<file path="config.mk">
export PLATFORM = sky130hd
export DESIGN_NAME = branch_predict_table_flat
export DESIGN_NICKNAME = d
export VERILOG_FILES = /design/src/rtl/branch_predict_table_if.sv /design/src/rtl/branch_predict_table.sv /design/src/flat_wrapper.sv
export SDC_FILE = /design/constraint.sdc
export NUM_CORES = 1
export LEC_CHECK = 0
export BUFFER_PORTS_ARGS = -buffer_cell sky130_fd_sc_hd__buf_2
export CORE_ASPECT_RATIO = 1.2
export CORE_MARGIN = 2
export CORE_UTILIZATION = 40
export CTS_BUF_LIST = sky130_fd_sc_hd__clkbuf_4
export CTS_CLUSTER_SIZE = 40
export DETAILED_ROUTE_END_ITERATION = 10
export GPL_TIMING_DRIVEN = 0
export PLACE_DENSITY = 0.56
export SYNTH_ARGS = -nofsm -noshare
export SYNTH_HDL_FRONTEND = slang
export SYNTH_SLANG_ARGS = --single-unit
</file>
<file path="constraint.sdc">
create_clock -name clk -period 3.9 [get_ports clk]
set_clock_uncertainty 0.2 [all_clocks]
set_input_delay 0 -clock clk [delete_from_list [all_inputs] [get_ports clk]]
set_output_delay 0 -clock clk [all_outputs]
set_load 0.01 [all_outputs]
</file>
<file path="src/rtl/branch_predict_table_if.sv">
// Lookup, update, flush and statistics signals of the branch prediction table.
// The master drives fetch/resolve traffic; the slave is the table itself.
interface branch_predict_table_if #(
  parameter int ADDR_W = 32,
  parameter int STAT_W = 16
);
  logic              lookup_valid_i;
  logic [ADDR_W-1:0] lookup_pc_i;
  logic [31:0]       lookup_inst_i;
  logic              hold_i;
  logic              update_valid_i;
  logic [ADDR_W-1:0] update_pc_i;
  logic              update_taken_i;
  logic              update_mispredict_i;
  logic              flush_i;
  logic              predict_hit_o;
  logic              predict_taken_o;
  logic [ADDR_W-1:0] predict_target_o;
  logic [STAT_W-1:0] lookup_cnt_o;
  logic [STAT_W-1:0] mispredict_cnt_o;

  // A qualifier (lookup_valid_i / update_valid_i) marks its payload meaningful in
  // that cycle only; there is no backpressure, and predictions are combinational.
  modport master (
    output lookup_valid_i, lookup_pc_i, lookup_inst_i, hold_i,
    output update_valid_i, update_pc_i, update_taken_i, update_mispredict_i, flush_i,
    input  predict_hit_o, predict_taken_o, predict_target_o, lookup_cnt_o, mispredict_cnt_o
  );

  modport slave (
    input  lookup_valid_i, lookup_pc_i, lookup_inst_i, hold_i,
    input  update_valid_i, update_pc_i, update_taken_i, update_mispredict_i, flush_i,
    output predict_hit_o, predict_taken_o, predict_target_o, lookup_cnt_o, mispredict_cnt_o
  );
endinterface

</file>
<file path="src/rtl/branch_predict_table.sv">
// Fully associative branch direction table with saturating counters, static
// backward-taken fallback on a miss, and lookup/mispredict statistics.
module branch_predict_table #(
  parameter int ADDR_W  = 32,
  parameter int ENTRIES = 4,
  parameter int CTR_W   = 2,
  parameter int STAT_W  = 16
) (
  input  logic                  clk,
  input  logic                  rst,
  branch_predict_table_if.slave bus
);
  localparam int IDX_W = (ENTRIES > 1) ? $clog2(ENTRIES) : 1;
  localparam logic [CTR_W-1:0] CTR_WEAK_T  = {1'b1, {(CTR_W-1){1'b0}}};
  localparam logic [CTR_W-1:0] CTR_WEAK_NT = {1'b0, {(CTR_W-1){1'b1}}};

  logic [ENTRIES-1:0] valid_q, valid_d;
  logic [ADDR_W-1:0]  tag_q [ENTRIES];
  logic [ADDR_W-1:0]  tag_d [ENTRIES];
  logic [CTR_W-1:0]   ctr_q [ENTRIES];
  logic [CTR_W-1:0]   ctr_d [ENTRIES];
  logic [IDX_W-1:0]   ptr_q, ptr_d;
  logic [STAT_W-1:0]  lcnt_q, lcnt_d, mcnt_q, mcnt_d;

  logic              is_branch;
  logic [12:0]       imm13;
  logic [ADDR_W-1:0] imm_b;
  logic              lk_hit, up_hit, free_found;
  logic [IDX_W-1:0]  lk_idx, up_idx, free_idx, victim;
  logic              lookup_br, alloc_en, upd_en;

  always_comb begin
    is_branch = (bus.lookup_inst_i[6:0] == 7'b1100011);
    imm13     = {bus.lookup_inst_i[31], bus.lookup_inst_i[7], bus.lookup_inst_i[30:25],
                 bus.lookup_inst_i[11:8], 1'b0};
    imm_b     = {{(ADDR_W-13){imm13[12]}}, imm13};
  end

  // Tags are unique (allocation only on a miss), so the last match is the only one.
  always_comb begin
    lk_hit     = 1'b0;
    lk_idx     = '0;
    up_hit     = 1'b0;
    up_idx     = '0;
    free_found = 1'b0;
    free_idx   = '0;
    for (int i = 0; i < ENTRIES; i++) begin
      if (valid_q[i] && tag_q[i] == bus.lookup_pc_i) begin
        lk_hit = 1'b1;
        lk_idx = IDX_W'(i);
      end
      if (valid_q[i] && tag_q[i] == bus.update_pc_i) begin
        up_hit = 1'b1;
        up_idx = IDX_W'(i);
      end
      if (!valid_q[i] && !free_found) begin
        free_found = 1'b1;
        free_idx   = IDX_W'(i);
      end
    end
  end

  always_comb begin
    victim    = free_found ? free_idx : ptr_q;
    lookup_br = bus.lookup_valid_i & is_branch & ~bus.flush_i;
    alloc_en  = lookup_br & ~lk_hit & ~bus.hold_i;
    upd_en    = bus.update_valid_i & ~bus.flush_i & up_hit;
  end

  assign bus.predict_target_o = bus.lookup_pc_i + imm_b;
  assign bus.predict_hit_o    = lookup_br & lk_hit;
  assign bus.predict_taken_o  = lookup_br & (lk_hit ? ctr_q[lk_idx][CTR_W-1] : imm_b[ADDR_W-1]);
  assign bus.lookup_cnt_o     = lcnt_q;
  assign bus.mispredict_cnt_o = mcnt_q;

  always_comb begin
    valid_d = valid_q;
    tag_d   = tag_q;
    ctr_d   = ctr_q;
    ptr_d   = ptr_q;
    lcnt_d  = lcnt_q;
    mcnt_d  = mcnt_q;
    if (bus.flush_i) begin
      valid_d = '0;
      ptr_d   = '0;
    end else begin
      // A same-cycle allocation into the updated entry discards the update.
      if (upd_en && !(alloc_en && victim == up_idx)) begin
        if (bus.update_taken_i && ctr_q[up_idx] != '1)
          ctr_d[up_idx] = ctr_q[up_idx] + CTR_W'(1);
        else if (!bus.update_taken_i && ctr_q[up_idx] != '0)
          ctr_d[up_idx] = ctr_q[up_idx] - CTR_W'(1);
      end
      if (alloc_en) begin
        valid_d[victim] = 1'b1;
        tag_d[victim]   = bus.lookup_pc_i;
        ctr_d[victim]   = imm_b[ADDR_W-1] ? CTR_WEAK_T : CTR_WEAK_NT;
        if (!free_found) ptr_d = ptr_q + IDX_W'(1);
      end
    end
    if (lookup_br && !bus.hold_i && lcnt_q != '1) lcnt_d = lcnt_q + STAT_W'(1);
    if (bus.update_valid_i && bus.update_mispredict_i && !bus.flush_i && mcnt_q != '1)
      mcnt_d = mcnt_q + STAT_W'(1);
  end

  always_ff @(posedge clk) begin
    if (rst) begin
      valid_q <= '0;
      for (int i = 0; i < ENTRIES; i++) begin
        tag_q[i] <= '0;
        ctr_q[i] <= CTR_WEAK_NT;
      end
      ptr_q  <= '0;
      lcnt_q <= '0;
      mcnt_q <= '0;
    end else begin
      valid_q <= valid_d;
      tag_q   <= tag_d;
      ctr_q   <= ctr_d;
      ptr_q   <= ptr_d;
      lcnt_q  <= lcnt_d;
      mcnt_q  <= mcnt_d;
    end
  end
endmodule

</file>
<file path="src/flat_wrapper.sv">
// flat-port wrapper written by rule: the top's interface ports become plain ports
module branch_predict_table_flat 
#(
  parameter int ADDR_W  = 32,
  parameter int ENTRIES = 4,
  parameter int CTR_W   = 2,
  parameter int STAT_W  = 16
)
  (clk, rst, bus_lookup_valid_i, bus_lookup_pc_i, bus_lookup_inst_i, bus_hold_i, bus_update_valid_i, bus_update_pc_i, bus_update_taken_i, bus_update_mispredict_i, bus_flush_i, bus_predict_hit_o, bus_predict_taken_o, bus_predict_target_o, bus_lookup_cnt_o, bus_mispredict_cnt_o);
  branch_predict_table_if #(.ADDR_W(ADDR_W), .STAT_W(STAT_W)) bus_i ();
  input  logic clk;
  input  logic rst;
  input wire logic [$bits(bus_i.lookup_valid_i)-1:0] bus_lookup_valid_i;
  input wire logic [$bits(bus_i.lookup_pc_i)-1:0] bus_lookup_pc_i;
  input wire logic [$bits(bus_i.lookup_inst_i)-1:0] bus_lookup_inst_i;
  input wire logic [$bits(bus_i.hold_i)-1:0] bus_hold_i;
  input wire logic [$bits(bus_i.update_valid_i)-1:0] bus_update_valid_i;
  input wire logic [$bits(bus_i.update_pc_i)-1:0] bus_update_pc_i;
  input wire logic [$bits(bus_i.update_taken_i)-1:0] bus_update_taken_i;
  input wire logic [$bits(bus_i.update_mispredict_i)-1:0] bus_update_mispredict_i;
  input wire logic [$bits(bus_i.flush_i)-1:0] bus_flush_i;
  output wire logic [$bits(bus_i.predict_hit_o)-1:0] bus_predict_hit_o;
  output wire logic [$bits(bus_i.predict_taken_o)-1:0] bus_predict_taken_o;
  output wire logic [$bits(bus_i.predict_target_o)-1:0] bus_predict_target_o;
  output wire logic [$bits(bus_i.lookup_cnt_o)-1:0] bus_lookup_cnt_o;
  output wire logic [$bits(bus_i.mispredict_cnt_o)-1:0] bus_mispredict_cnt_o;
  assign bus_i.lookup_valid_i = bus_lookup_valid_i;
  assign bus_i.lookup_pc_i = bus_lookup_pc_i;
  assign bus_i.lookup_inst_i = bus_lookup_inst_i;
  assign bus_i.hold_i = bus_hold_i;
  assign bus_i.update_valid_i = bus_update_valid_i;
  assign bus_i.update_pc_i = bus_update_pc_i;
  assign bus_i.update_taken_i = bus_update_taken_i;
  assign bus_i.update_mispredict_i = bus_update_mispredict_i;
  assign bus_i.flush_i = bus_flush_i;
  assign bus_predict_hit_o = bus_i.predict_hit_o;
  assign bus_predict_taken_o = bus_i.predict_taken_o;
  assign bus_predict_target_o = bus_i.predict_target_o;
  assign bus_lookup_cnt_o = bus_i.lookup_cnt_o;
  assign bus_mispredict_cnt_o = bus_i.mispredict_cnt_o;
  branch_predict_table #(.ADDR_W(ADDR_W), .ENTRIES(ENTRIES), .CTR_W(CTR_W), .STAT_W(STAT_W)) u_core (.clk(clk), .rst(rst), .bus(bus_i));
endmodule
</file>
Word level (Yosys, flattened, before mapping). Cells that the tools add are included. W data, S select, Z words.

Bits of input ports: 104. Bits in latches: 0. RAM bits: 0. Word-level logic and storage cells: 137. Output and inout port bits: 66. Memories: 0. Bits in registers: 174. Bits in read-only memories: 0.

Mux-type cells: 47. Bitwise logic cells: 16. Multiply operators: 0. Divide/modulo/power cells: 0. Shift operators: 0. Equal/unequal tests: 13. Add/sub/neg operators: 6. Reduce and logical (&&, ||, !) cells: 36. Order comparisons: 7.

Operator list (count): $eq A32 B32 Y1 (8); $bwmux W128 (1); $demux W32 S2 (1); $mux W8 (5); $add A16 B1 Y16 const B (2); $add A32 B32 Y32 (1); $mux W32 (1); $ne A16 B16 Y1 const B (2); $mux W2 (14); $bwmux W8 (3); $logic_and A1 B1 Y1 (23); $mux W1 (17); $ge A3 B3 Y1 const B (3); $logic_not A1 Y1 (9); $not A2 Y3 (3); $and A1 B1 Y1 (8); $bmux W2 S2 (2); $demux W2 S2 (2); $eq A7 B7 Y1 const B (1); $lt A3 B1 Y1 const B (2); $add A2 B1 Y2 const B (2); $not A1 Y1 (4); $or A4 B4 Y4 (1); $reduce_and A2 Y1 (2); 8 further kinds (8).

Logic depth before layout (Yosys ltp).
Word-level depth: 18. Mapped depth: 16. Gate-level depth less buffers: 15.

Least setup slack after synthesis. No wires, ideal clock.

Path kind: reg-to-reg. Start point: register u_core.tag_q[30] in the netlist's numbering. End point: register u_core.ctr_q[2] in the netlist's numbering. Setup slack: 490 ps. Cell stages (with the launch flop): 13. Setup time: 122 ps. Required time: 3578 ps. Arrival: 3088 ps. Clock period less this slack: 3410 ps. Path buffers: 0. Path through: dfxtp_1 -> xor2_1 -> nor4_1 -> nand4b_1 -> nor4_2 -> nor2_1 -> a221oi_1 -> inv_1 -> ha_1 -> o21a_1 -> a211oi_4 -> a31oi_1 -> a221o_1.

Longest elaborated chain between the ends: 15. Elaborated cells between the ends (all ways): 38. Classes of those cells: add/sub: 2; order compare: 2; eq/ne: 4; mux: 16; bitwise: 5; reduce/logical: 9.

Ends and longest elaborated chain: start: declaration (line branch_predict_table.sv:18) `logic [ADDR_W-1:0] tag_q [ENTRIES];`; start signal: assignment (line branch_predict_table.sv:118) `tag_q <= tag_d;`; $eq A32 B32 Y1 (line branch_predict_table.sv:52) `if (valid_q[i] && tag_q[i] == bus.update_pc_i) begin`; $logic_and A1 B1 Y1 (line branch_predict_table.sv:52); $mux W2 (line branch_predict_table.sv:52); $not A2 Y3 (not written as such); $bmux W2 S2, or another cell as far along; $mux W2 (not written as such) or $logic_and A1 B1 Y1 (tied branches); $mux W2, on equally long branches; $sub A2 B1 Y2, or another cell as far along (line branch_predict_table.sv:92) `ctr_d[up_idx] = ctr_q[up_idx] - CTR_W'(1);`; $bwmux W8 or $logic_and A1 B1 Y1 (tied branches) (line branch_predict_table.sv:92, branch_predict_table.sv:91); $mux W8 (line branch_predict_table.sv:91) `else if (!bus.update_taken_i && ctr_q[up_idx] != '0)`; $mux W8 (line branch_predict_table.sv:89) `if (bus.update_taken_i && ctr_q[up_idx] != '1)`; $mux W8 (line branch_predict_table.sv:88) `if (upd_en && !(alloc_en && victim == up_idx)) begin`; $mux W8 (line branch_predict_table.sv:83) `if (bus.flush_i) begin`; $bwmux W8 (line branch_predict_table.sv:97) `ctr_d[victim] = imm_b[ADDR_W-1] ? CTR_WEAK_T : CTR_WEAK_NT;`; $mux W8 * (line branch_predict_table.sv:94) `if (alloc_en) begin`; end signal: assignment (line branch_predict_table.sv:119) `ctr_q <= ctr_d;`; end: declaration (line branch_predict_table.sv:20) `logic [CTR_W-1:0] ctr_q [ENTRIES];`.

Every way passes the cells marked *; elsewhere a longest branch is shown, timed or not. The select of a mux whose other input is x is not followed. A chain may end at the register's enable or synchronous reset.

Worst setup path in the final report.
Start point: register u_core.tag_q[95] in the netlist's numbering. End point: register u_core.ctr_q[2] in the netlist's numbering.

Longest elaborated chain between the ends: 17. Elaborated cells between the ends (all ways): 44. Classes of those cells: add/sub: 2; order compare: 2; eq/ne: 4; mux: 22; bitwise: 5; reduce/logical: 9.

Ends and longest elaborated chain (line): $eq A32 B32 Y1 (branch_predict_table.sv:52); $logic_and A1 B1 Y1 (branch_predict_table.sv:52); $mux W1 (branch_predict_table.sv:52); $mux W2 (2 in a row) (branch_predict_table.sv:52); $not A2 Y3 (not written as such); $bmux W2 S2, or another cell as far along; $mux W2 (not written as such) or $logic_and A1 B1 Y1 (tied branches); $mux W2, on equally long branches; $sub A2 B1 Y2, or another cell as far along (branch_predict_table.sv:92); $bwmux W8 or $logic_and A1 B1 Y1 (tied branches) (branch_predict_table.sv:92, branch_predict_table.sv:91); $mux W8 (branch_predict_table.sv:91); $mux W8 (branch_predict_table.sv:89); $mux W8 (branch_predict_table.sv:88); $mux W8 (branch_predict_table.sv:83); $bwmux W8 (branch_predict_table.sv:97); $mux W8 * (branch_predict_table.sv:94).

Marks and branches as above.

==> metrics.log <==
[metrics] Yosys Warn Count: 0
[metrics] Hold Path Stages: 7
[metrics] Critical Path RT: 4.22 ns
[metrics] die height: 193 microns
[metrics] worst-margin pin slew: 0.848 ns
[metrics] post-route non-filler standard cell count: 2026
[metrics] global placement routability congestion: 0.976
[metrics] 1st-pass router iterations: 4
[metrics] number of clock sinks: 174
[metrics] net total in the final layout: 1761
[metrics] floorplan die area: 31100 sq um
[metrics] setup-violating endpoint count in the final report: 0
[metrics] final critical-path share of the clock period: 97.9%
[metrics] parity-gate share of the synthesized area counting xor and xnor cells: 23.1%
[metrics] area of placed instances: 13100 sq um
[metrics] post-synthesis async set-or-reset flop share: 0%
[metrics] CTS H-tree depth: 4
[metrics] sum of internal, switching and leakage power: 3770 uW
[metrics] clock tree from TritonCTS: yes
[metrics] most used flip-flop cell after synthesis: sky130_fd_sc_hd__dfxtp_1
[metrics] mux cell area share after synthesis: 9.11%
[metrics] via count of the first global-routing pass: 10600
[metrics] highest-count cells in the layout ignoring fill and taps: 187 x sky130_fd_sc_hd__buf_2, 174 x sky130_fd_sc_hd__dfxtp_1, 171 x sky130_fd_sc_hd__nor2_1, 164 x sky130_fd_sc_hd__xor2_1, 145 x sky130_fd_sc_hd__xnor2_1
[metrics] Core Area: 29400 sq um
[metrics] crit path launch type: register
[metrics] Chip Width: 161 microns
[metrics] leakage power: 0.00542 uW
[metrics] clock tree root driver cell: sky130_fd_sc_hd__clkbuf_4
[metrics] final hold violation count: 0
[metrics] footprint of the flip-flops and latches: 3480 sq um
[metrics] number of DRC markers after the initial detailed-route iteration: 705
[metrics] number of antenna violations at the first check in global routing: 1
[metrics] Overflow after GRT: 0
[metrics] I/O pin count: 170
[metrics] post-synth top area share: 29.4%
[metrics] DP Wirelength: 33300 microns
[metrics] number of slew-limit violations in the final report: 0
[metrics] cell type with the highest aggregate area in the netlist: sky130_fd_sc_hd__dfxtp_1
[metrics] main combinational cell family by area after synthesis: XOR/XNOR gates
[metrics] first-pass GRT wire length: 64400 microns
[metrics] area fraction in compound gates after synthesis: 8.16%
[metrics] peak supply drop: 0.154 mV
[metrics] leading cell types by total area after synthesis: sky130_fd_sc_hd__dfxtp_1 29%, sky130_fd_sc_hd__xor2_1 12%, sky130_fd_sc_hd__xnor2_1 11%, sky130_fd_sc_hd__mux2i_1 9.1%, sky130_fd_sc_hd__nor2_1 5.4%
[metrics] leading cell type in the layout, fill and taps excluded: sky130_fd_sc_hd__buf_2
[metrics] number of library cell types mapped by synthesis: 65
[metrics] synthesized-area fraction occupied by and/or/nand/nor cells: 22.3%
[metrics] post-synthesis sequential area ratio: 29.4%
[metrics] port bufs: 148
[metrics] Residual DRC: 0
[metrics] remaining antenna violation count after routing: 0
[metrics] number of buffers created by CTS: 17
[metrics] area occupied by multi-input gates: 7960 sq um
[metrics] initial core utilization: 40.3%
[metrics] fraction of layout cells with a size suffix above 1: 15.7%
[metrics] setup TNS: 0 ns
[metrics] area growth from synthesis to layout: 17.1%
[metrics] post-detailed-route wirelength per cell: 21.6 microns
[metrics] clock network latency to the later pin of the worst-skew pair: 0.61 ns
[metrics] maximum number of pins on one net before global-route repair: 21
[metrics] number of enable-type register cells in the synthesized netlist: 0
[metrics] number of instances in the synthesized netlist: 1412
[metrics] Post-Syn Area per Cell: 8.40 sq um
[metrics] drt total wl: 43800 microns
[metrics] hold crit path type: in -> reg
[metrics] maximum clock frequency: 262 MHz
[metrics] Final min period: 3.82 ns
[metrics] cell row count: 69
[metrics] clock slew at the register clock pins of the worst setup and hold paths: 0.16 ns
[metrics] Worst setup EP type: register
[metrics] clock tree buffer depth: 2
[metrics] post-route worst hold slack: 0.0431 ns
[metrics] number of cells after detailed placement: 1950
[metrics] run status: complete, no violations
[metrics] adder and majority gate portion of the synthesized area: 3.75%
[metrics] average via count per standard cell: 5.47
[metrics] Layout fillers: 2920
[metrics] cell area after technology mapping: 11900 sq um
[metrics] total of max-cap violations: 0
[metrics] cell area after layout: 13900 sq um
[metrics] headroom to the max-slew limit: 43.5%
[metrics] gr usage total: 28.0%
[metrics] Crit Path Category: reg -> reg
[metrics] power per unit of standard cell area: 271 nW/um^2
[metrics] Worst Path Max Fanout: 7
[metrics] total of flip-flops plus latches after synthesis: 174
[metrics] via count: 11079
[metrics] Data arrival, critical path: 4.14 ns
[metrics] number of nets produced by synthesis: 1551
[metrics] number of cells on the worst reg-to-reg path: 12
-- cell usage after synthesis, drive strengths merged (4+ instances only) --
master / instances
a2111oi: 4
a211oi: 10
a21o: 15
a21oi: 54
a221oi: 5
and2: 5
and3: 13
buf: 49
clkbuf: 32
dfxtp: 174
ha: 34
inv: 22
mux2i: 108
nand2: 119
nand2b: 6
nand3: 34
nand4: 42
nand4b: 8
nor2: 171
nor2b: 8
nor3: 36
nor3b: 5
nor4: 64
nor4b: 4
o21a: 8
o21ai: 28
or3: 6
or4: 6
xnor2: 146
xor2: 165
-- repair_timing --
item / CTS / global route
resized for setup: 6 / 8
buffers inserted: 0 / 3
hold endpoints to repair: 159 / 0
pin swaps: 0 / 2
setup endpoints to repair: 8 / 9
hold buffers: 40 / 0
-- layout make-up --
class,instances,share of cell area (%)
Multi-Input combinational cell,1135,57.3
Sequential cell,174,25.1
Timing Repair Buffer,191,8.37
Tap cell,390,3.51
Buffer,81,3.02
Clock inverter,14,1.19
Clock buffer,18,0.972
Inverter,22,0.594
Antenna cell,1,0.0180
-- kinds of logic (layout without fill, tap and decap cells) --
family                   after synthesis  after routing
AO/OA/AOI/OAI                        146            146
buffers and inverters                103            326
other                                  0              1
multiplexers                         108            108
flip-flops                           174            174
AND/OR/NAND/NOR                      535            535
adder cells (fa/ha/maj)               35             35
XOR/XNOR                             311            311
-- worst max-delay path: stages (launching register included) --
cell	delay [ns]
sky130_fd_sc_hd__dfxtp_1	0.38
sky130_fd_sc_hd__xnor2_1	0.25
sky130_fd_sc_hd__nand4_1	0.16
sky130_fd_sc_hd__nor4_2	0.42
sky130_fd_sc_hd__nand3_4	0.27
sky130_fd_sc_hd__mux2i_1	0.23
sky130_fd_sc_hd__a221oi_2	0.38
sky130_fd_sc_hd__inv_1	0.08
sky130_fd_sc_hd__ha_1	0.22
sky130_fd_sc_hd__o21a_1	0.28
sky130_fd_sc_hd__a211oi_4	0.33
sky130_fd_sc_hd__a31oi_1	0.16
sky130_fd_sc_hd__a221o_1	0.37
-- sequential cells by signal (all words and copies together), names as in the netlist --
signal and count:
u_core.bus.mispredict_cnt_o 16, u_core.valid_q 4, u_core.ptr_q 2, u_core.ctr_q 8
u_core.bus.lookup_cnt_o 16, u_core.tag_q 128
-- routing by layer --
layer / vias to the layer above / global-route usage (%) / wire (microns)
li1: 5313 / - / -
met1: 5277 / 35.5 / 18700
met2: 377 / 46.7 / 20200
met3: 110 / 3.93 / 2550
met4: 2 / 14.0 / 2340
met5: - / 0 / 15
-- worst paths after layout --
| kind | start | endpoint | slack (ns) |
|---|---|---|---|
| max | u_core.tag_q[95] | u_core.ctr_q[2] | 0.08 |
| min | bus_update_pc_i[29] | u_core.ctr_q[5] | 0.04 |
| max reg2reg | u_core.tag_q[95] | u_core.ctr_q[2] | 0.08 |
| min reg2reg | u_core.tag_q[115] | u_core.tag_q[115] | 0.31 |
-- where the power goes --
group / internal, uW / switching, uW / total, uW
clock: 453 / 689 / 1140
sequential: 1780 / 1.23 / 1780
combinational: 324 / 519 / 844
-- metrics by stage --
step	util (%)	setup WS [ns]
after floorplan	-	0.490
after global routing	47.2	-0.0658
after CTS	47.0	0.00108
final	47.2	0.0808
after global placement	44.5	-0.414
after detailed placement	44.5	-0.400
No activity file was read; power rests on OpenSTA's default activity.
